[config.mk]
export PLATFORM = sky130hd
export DESIGN_NAME = reg_bank_write_arbiter
export DESIGN_NICKNAME = d
export VERILOG_FILES = /design/src/rtl/reg_bank_write_arbiter.sv
export SDC_FILE = /design/constraint.sdc
export NUM_CORES = 1
export LEC_CHECK = 0
export CORE_MARGIN = 4
export CORE_UTILIZATION = 45
export DETAILED_ROUTE_END_ITERATION = 8
export PLACE_DENSITY = 0.78
export SYNTH_ARGS = -nofsm -noshare
export SYNTH_HDL_FRONTEND = slang
export SYNTH_SLANG_ARGS = --single-unit
[constraint.sdc]
create_clock -name clk -period 3.5 [get_ports clk]
set_clock_uncertainty 0.15 [all_clocks]
set_input_delay 0.7 -clock clk [delete_from_list [all_inputs] [get_ports clk]]
set_output_delay 0.7 -clock clk [all_outputs]
set_load 0.005 [all_outputs]
[src/rtl/reg_bank_write_arbiter.sv]
// rtl/reg_bank_write_arbiter.sv - round-robin write-port arbiter for an enable-loaded register bank
//
// Shares the single write path of an NREG-entry register bank among three
// requesters that each use a 4-phase req/done handshake.
//
// Ports:
//   clk            system clock, rising edge
//   reset          asynchronous, active-high reset
//   req[2:0]       request per requester (bit i = requester i)
//   addr0..addr2   target register index per requester, stable while req[i]=1
//   data0..data2   write data per requester, stable while req[i]=1
//   wr_en          one-hot load enable to the bank (single-cycle pulse)
//   wr_data        shared data bus to all bank D inputs
//   gnt            one-hot, requester currently being served
//   done           per-requester completion flag
//   err            raised with done when the served address is >= NREG
//   busy           high whenever the controller is not idle

module reg_bank_write_arbiter #(
    parameter int N    = 8,
    parameter int NREG = 8,
    parameter int AW   = 3
) (
    input  logic            clk,
    input  logic            reset,
    input  logic [2:0]      req,
    input  logic [AW-1:0]   addr0,
    input  logic [AW-1:0]   addr1,
    input  logic [AW-1:0]   addr2,
    input  logic [N-1:0]    data0,
    input  logic [N-1:0]    data1,
    input  logic [N-1:0]    data2,
    output logic [NREG-1:0] wr_en,
    output logic [N-1:0]    wr_data,
    output logic [2:0]      gnt,
    output logic [2:0]      done,
    output logic            err,
    output logic            busy
);

    typedef enum logic [1:0] {
        IDLE = 2'd0,
        LOAD = 2'd1,
        ACK  = 2'd2
    } state_t;

    state_t          state, state_nxt;
    logic [1:0]      ptr, ptr_nxt;
    logic [1:0]      win, win_nxt;
    logic [AW-1:0]   addr_l, addr_l_nxt;
    logic [N-1:0]    data_l, data_l_nxt;
    logic            err_flag, err_flag_nxt;

    logic [NREG-1:0] wr_en_nxt;
    logic [N-1:0]    wr_data_nxt;
    logic [2:0]      gnt_nxt, done_nxt;
    logic            err_nxt, busy_nxt;

    logic [1:0]      pick, cand1, cand2;
    logic            in_range;

    function automatic logic [1:0] inc_mod3(input logic [1:0] v);
        return (v == 2'd2) ? 2'd0 : v + 2'd1;
    endfunction

    // Round-robin scan: ptr first, then ptr+1, then ptr+2 (mod 3).
    always_comb begin
        cand1 = inc_mod3(ptr);
        cand2 = inc_mod3(cand1);
        if (req[ptr])
            pick = ptr;
        else if (req[cand1])
            pick = cand1;
        else
            pick = cand2;
    end

    // Address is never truncated; anything past the last register is an error.
    assign in_range = (32'(addr_l) < 32'(NREG));

    always_comb begin
        state_nxt    = state;
        ptr_nxt      = ptr;
        win_nxt      = win;
        addr_l_nxt   = addr_l;
        data_l_nxt   = data_l;
        err_flag_nxt = err_flag;
        wr_en_nxt    = '0;
        wr_data_nxt  = wr_data;
        gnt_nxt      = gnt;
        done_nxt     = done;
        err_nxt      = err;

        case (state)
            IDLE: begin
                if (|req) begin
                    win_nxt   = pick;
                    gnt_nxt   = 3'b001 << pick;
                    state_nxt = LOAD;
                    case (pick)
                        2'd0:    begin addr_l_nxt = addr0; data_l_nxt = data0; end
                        2'd1:    begin addr_l_nxt = addr1; data_l_nxt = data1; end
                        default: begin addr_l_nxt = addr2; data_l_nxt = data2; end
                    endcase
                end
            end
            LOAD: begin
                wr_data_nxt  = data_l;
                err_flag_nxt = !in_range;
                if (in_range)
                    wr_en_nxt[addr_l] = 1'b1;
                ptr_nxt   = inc_mod3(win);
                state_nxt = ACK;
            end
            ACK: begin
                // An early req drop still lands here after the load, so the
                // transaction closes out on the first ACK cycle.
                if (req[win]) begin
                    done_nxt = 3'b001 << win;
                    err_nxt  = err_flag;
                end else begin
                    done_nxt  = 3'b000;
                    gnt_nxt   = 3'b000;
                    err_nxt   = 1'b0;
                    state_nxt = IDLE;
                end
            end
            default: begin
                gnt_nxt   = 3'b000;
                done_nxt  = 3'b000;
                err_nxt   = 1'b0;
                state_nxt = IDLE;
            end
        endcase

        busy_nxt = (state_nxt != IDLE);
    end

    always_ff @(posedge clk or posedge reset) begin
        if (reset) begin
            state    <= IDLE;
            ptr      <= 2'd0;
            win      <= 2'd0;
            addr_l   <= '0;
            data_l   <= '0;
            err_flag <= 1'b0;
            wr_en    <= '0;
            wr_data  <= '0;
            gnt      <= 3'b000;
            done     <= 3'b000;
            err      <= 1'b0;
            busy     <= 1'b0;
        end else begin
            state    <= state_nxt;
            ptr      <= ptr_nxt;
            win      <= win_nxt;
            addr_l   <= addr_l_nxt;
            data_l   <= data_l_nxt;
            err_flag <= err_flag_nxt;
            wr_en    <= wr_en_nxt;
            wr_data  <= wr_data_nxt;
            gnt      <= gnt_nxt;
            done     <= done_nxt;
            err      <= err_nxt;
            busy     <= busy_nxt;
        end
    end

endmodule

==> impl_metrics.tcl <==
set metrics [dict create \
    status "finished, final reports clean" \
    grt_max_degree 41 \
    grt_antenna_before_repair 0 \
    track_usage_pct 19.9 \
    cp_data_arrival_time_ns 2.63 \
    cts_root_buf "clkbuf_8" \
    port_buffers 60 \
    synth_cell_types 37 \
    avgSynthCellArea_um2 9.78 \
    cts.path.max_buffers 2 \
    reg2reg_to "data_l[1]" \
    slowest_delay_ns 0.63 \
    ant_nets 0 \
    maxSlewHeadroom_pct 45.9 \
    ir_drop_v 0.000535 \
    hold_viol 0 \
    yosysSeqAreaShare_pct 51.2 \
    core-area_mm2 0.00412 \
    grt_overflow_total 0 \
    clk_latency_ns 0.30 \
    fmaxAchievable_mhz 386 \
    area_growth_pct 38.2 \
    wl_per_cell_um 16.1 \
    reg2reg_depth 4 \
    syn_nets 238 \
    vias_per_cell 5.46 \
    critPathKind "input pin to register" \
    place_hpwl_um 3430 \
    finalSetupViolCount 0 \
    cts_max_level 2 \
    drv_cap 0 \
    critPathSlowestCell "or3_1" \
    num-fill-cells 340 \
    critPathBufInv 2 \
    cts_made_buffers 5 \
    hold_path_end "wr_data[2]" \
    hold_depth 2 \
    cpMostUsedCell "o21ai_1" \
    synth_top_area_cell "dfrtp_1" \
    syn_area_mm2 0.00196 \
    clk_pin_slew_worst_paths_ns 0.08 \
    die_y_um 73.9 \
    cpLargestDelayFamily "simple AND/OR/NAND/NOR gates" \
    grt_pass1_wl_um 8170 \
    regArea_mm2 0.00100 \
    ctsResizeCount 0 \
    initialDrtViolationCount 79 \
    fp-row-count 23 \
    ios 62 \
    fin_tns_setup_ns 0 \
    ys_ff_latch 40 \
    drt-total-wl_um 4990 \
    post_cts_buffers 0 \
    vias 1686 \
    path_cells "clkdlybuf4s50_1 -> nor3_1 -> or3_1 -> inv_2 -> o21ai_1 -> o21ai_1" \
    cts_hold_buf 0 \
    synth_cells 200 \
    rrSetupSlack_ns 1.50 \
    yosysWarningCount 0 \
    die_area_mm2 0.00547 \
    clock-sinks 40 \
    start_util_pct 47.6 \
    r2r-start "state[1]" \
    diodes 0 \
    yosys-top-cells-area "dfrtp_1 (51%), nand2_1 (7.1%), a221oi_2 (6.9%)" \
    worstMarginPinSlew_ns 0.808 \
    min_period_over_period_pct 74.0 \
    postPlaceCellArea_mm2 0.00258 \
    holdCritStartpoint "wr_data[2]" \
    place.gp.congestion 0.838 \
    tritoncts "yes" \
    worst_setup_path_start_kind "input pin" \
    rsz0062_at_grt "false" \
    min_path_type "register to register" \
    synth_top_area_share_pct 51.2 \
    final_net_count 296 \
    multi_input_area_um2 838 \
    crit_fanout 17 \
    grt_pass1_vias 1691 \
    critPathCaptureType "register" \
    critPathRequiredTime_ns 3.54 \
    firstDrtPassIters 5 \
    drive_gt1_share_pct 10.4 \
    die-width_um 73.9 \
    drc 0 \
    drv_slew 0 \
    cellPowerDensity_mw_per_mm2 785 \
    total_leakage_power_nw 1.15 \
    timing.final.crit_period_ns 2.59 \
    design_area_mm2 0.00270 \
]
[worst max path at each step]
stage | from | to | slack, ns | cells after the start
CTS | req[1] | gnt[2] | 0.91 | 6
floorplan | req[0] | addr_l[2] | 1.58 | 5
detailed placement | req[1] | gnt[2] | 0.58 | 6
global route | req[2] | addr_l[1] | 0.72 | 6
finish | req[1] | gnt[2] | 0.91 | 6
global placement | req[1] | gnt[2] | 0.65 | 6
[layer usage]
layer	GRT usage, %	vias up	part of all wire [%]
li1	-	830	-
met1	25.8	795	43
met2	32.4	56	49
met3	5.00	5	6.9
met4	7.44	0	1.4
met5	0	-	0
[cells in the final DEF, fill, tap and decap left out, types with 2 or more instances in the layout]
cell type and count:
nand2b_1 3, nor2b_1 5, a221oi_1 2, o21ai_1 6
nor2_1 16, nor3_1 4, inv_1 7, dfrtp_1 40
and3b_1 2, a31oi_1 11, clkbuf_8 7, a22oi_1 11
nand3_1 12, buf_4 6, nor3b_1 2, a221oi_2 9
clkdlybuf4s50_1 60, nand2_1 37
[cell usage after synthesis]
cell type	count
dfrtp_1	40
nand2_1	37
nor2_1	16
nand3_1	12
a22oi_1	11
a31oi_1	11
a221oi_2	9
inv_1	7
clkbuf_1	6
o21ai_1	6
nor2b_1	5
buf_6	4
nor3_1	4
buf_4	3
nand2b_1	3
a221oi_1	2
and3b_1	2
buf_2	2
nor3b_1	2
a2111oi_2	1
a211o_1	1
a21oi_1	1
a2bb2oi_1	1
a31o_2	1
conb_1	1
inv_2	1
nand3b_1	1
nand4_1	1
nor3_2	1
nor4_1	1
nor4b_1	1
o21ai_0	1
o22ai_1	1
o31ai_1	1
o32ai_1	1
or2b_1	1
or3_1	1
[power by group]
group	total, mW	switching (mW)	leakage, nW	internal [mW]
logic	0.897	0.451	0.584	0.445
registers	0.807	0.157	0.499	0.650
clock network	0.419	0.167	0.0645	0.252
total	2.12	0.776	1.15	1.35
[logic make-up (layout without fill, tap and decap cells)]
logic type | count (synthesis) | count (layout) | synth area share [%]
simple gates | 88 | 88 | 21.2
flops | 40 | 40 | 51.2
buf+inv | 23 | 82 | 6.65
other cells | 1 | 1 | 0.192
compound gates | 48 | 48 | 20.8
[final cells by class]
type	instances	share of cell area, %
clock inverter	1	1.11
inverter	8	1.11
sequential	40	37.0
clock buffer	7	3.56
multi-input combinational	137	31.0
timing repair buffer	66	23.9
tap	50	2.31
[stage by stage]
step	utilization, %	hold WS [ns]	power [mW]	instances	setup WS (ns)
final	65.7	0.324	2.12	309	0.911
after detailed placement	62.6	0.311	1.71	301	0.582
after global routing	65.7	0.343	2.29	309	0.716
after global placement	62.6	0.302	1.69	301	0.649
after CTS	65.7	0.331	2.14	309	0.906
after floorplan	-	0.289	1.38	200	1.58
[state kept, by name, indices dropped and copies added, names as in the netlist]
name / count
addr_l: 3
busy: 1
data_l: 8
done: 3
gnt: 3
ptr: 2
state: 2
win: 2
wr_data: 8
wr_en: 8
[worst min-delay path, delay by kind of cell, from the launching register on]
| kind | cells | cell delay [ns] |
|---|---|---|
| flops | 1 | 0.34 |
| simple gates | 2 | 0.10 |
Note: power is estimated with default switching activity, not from simulation.
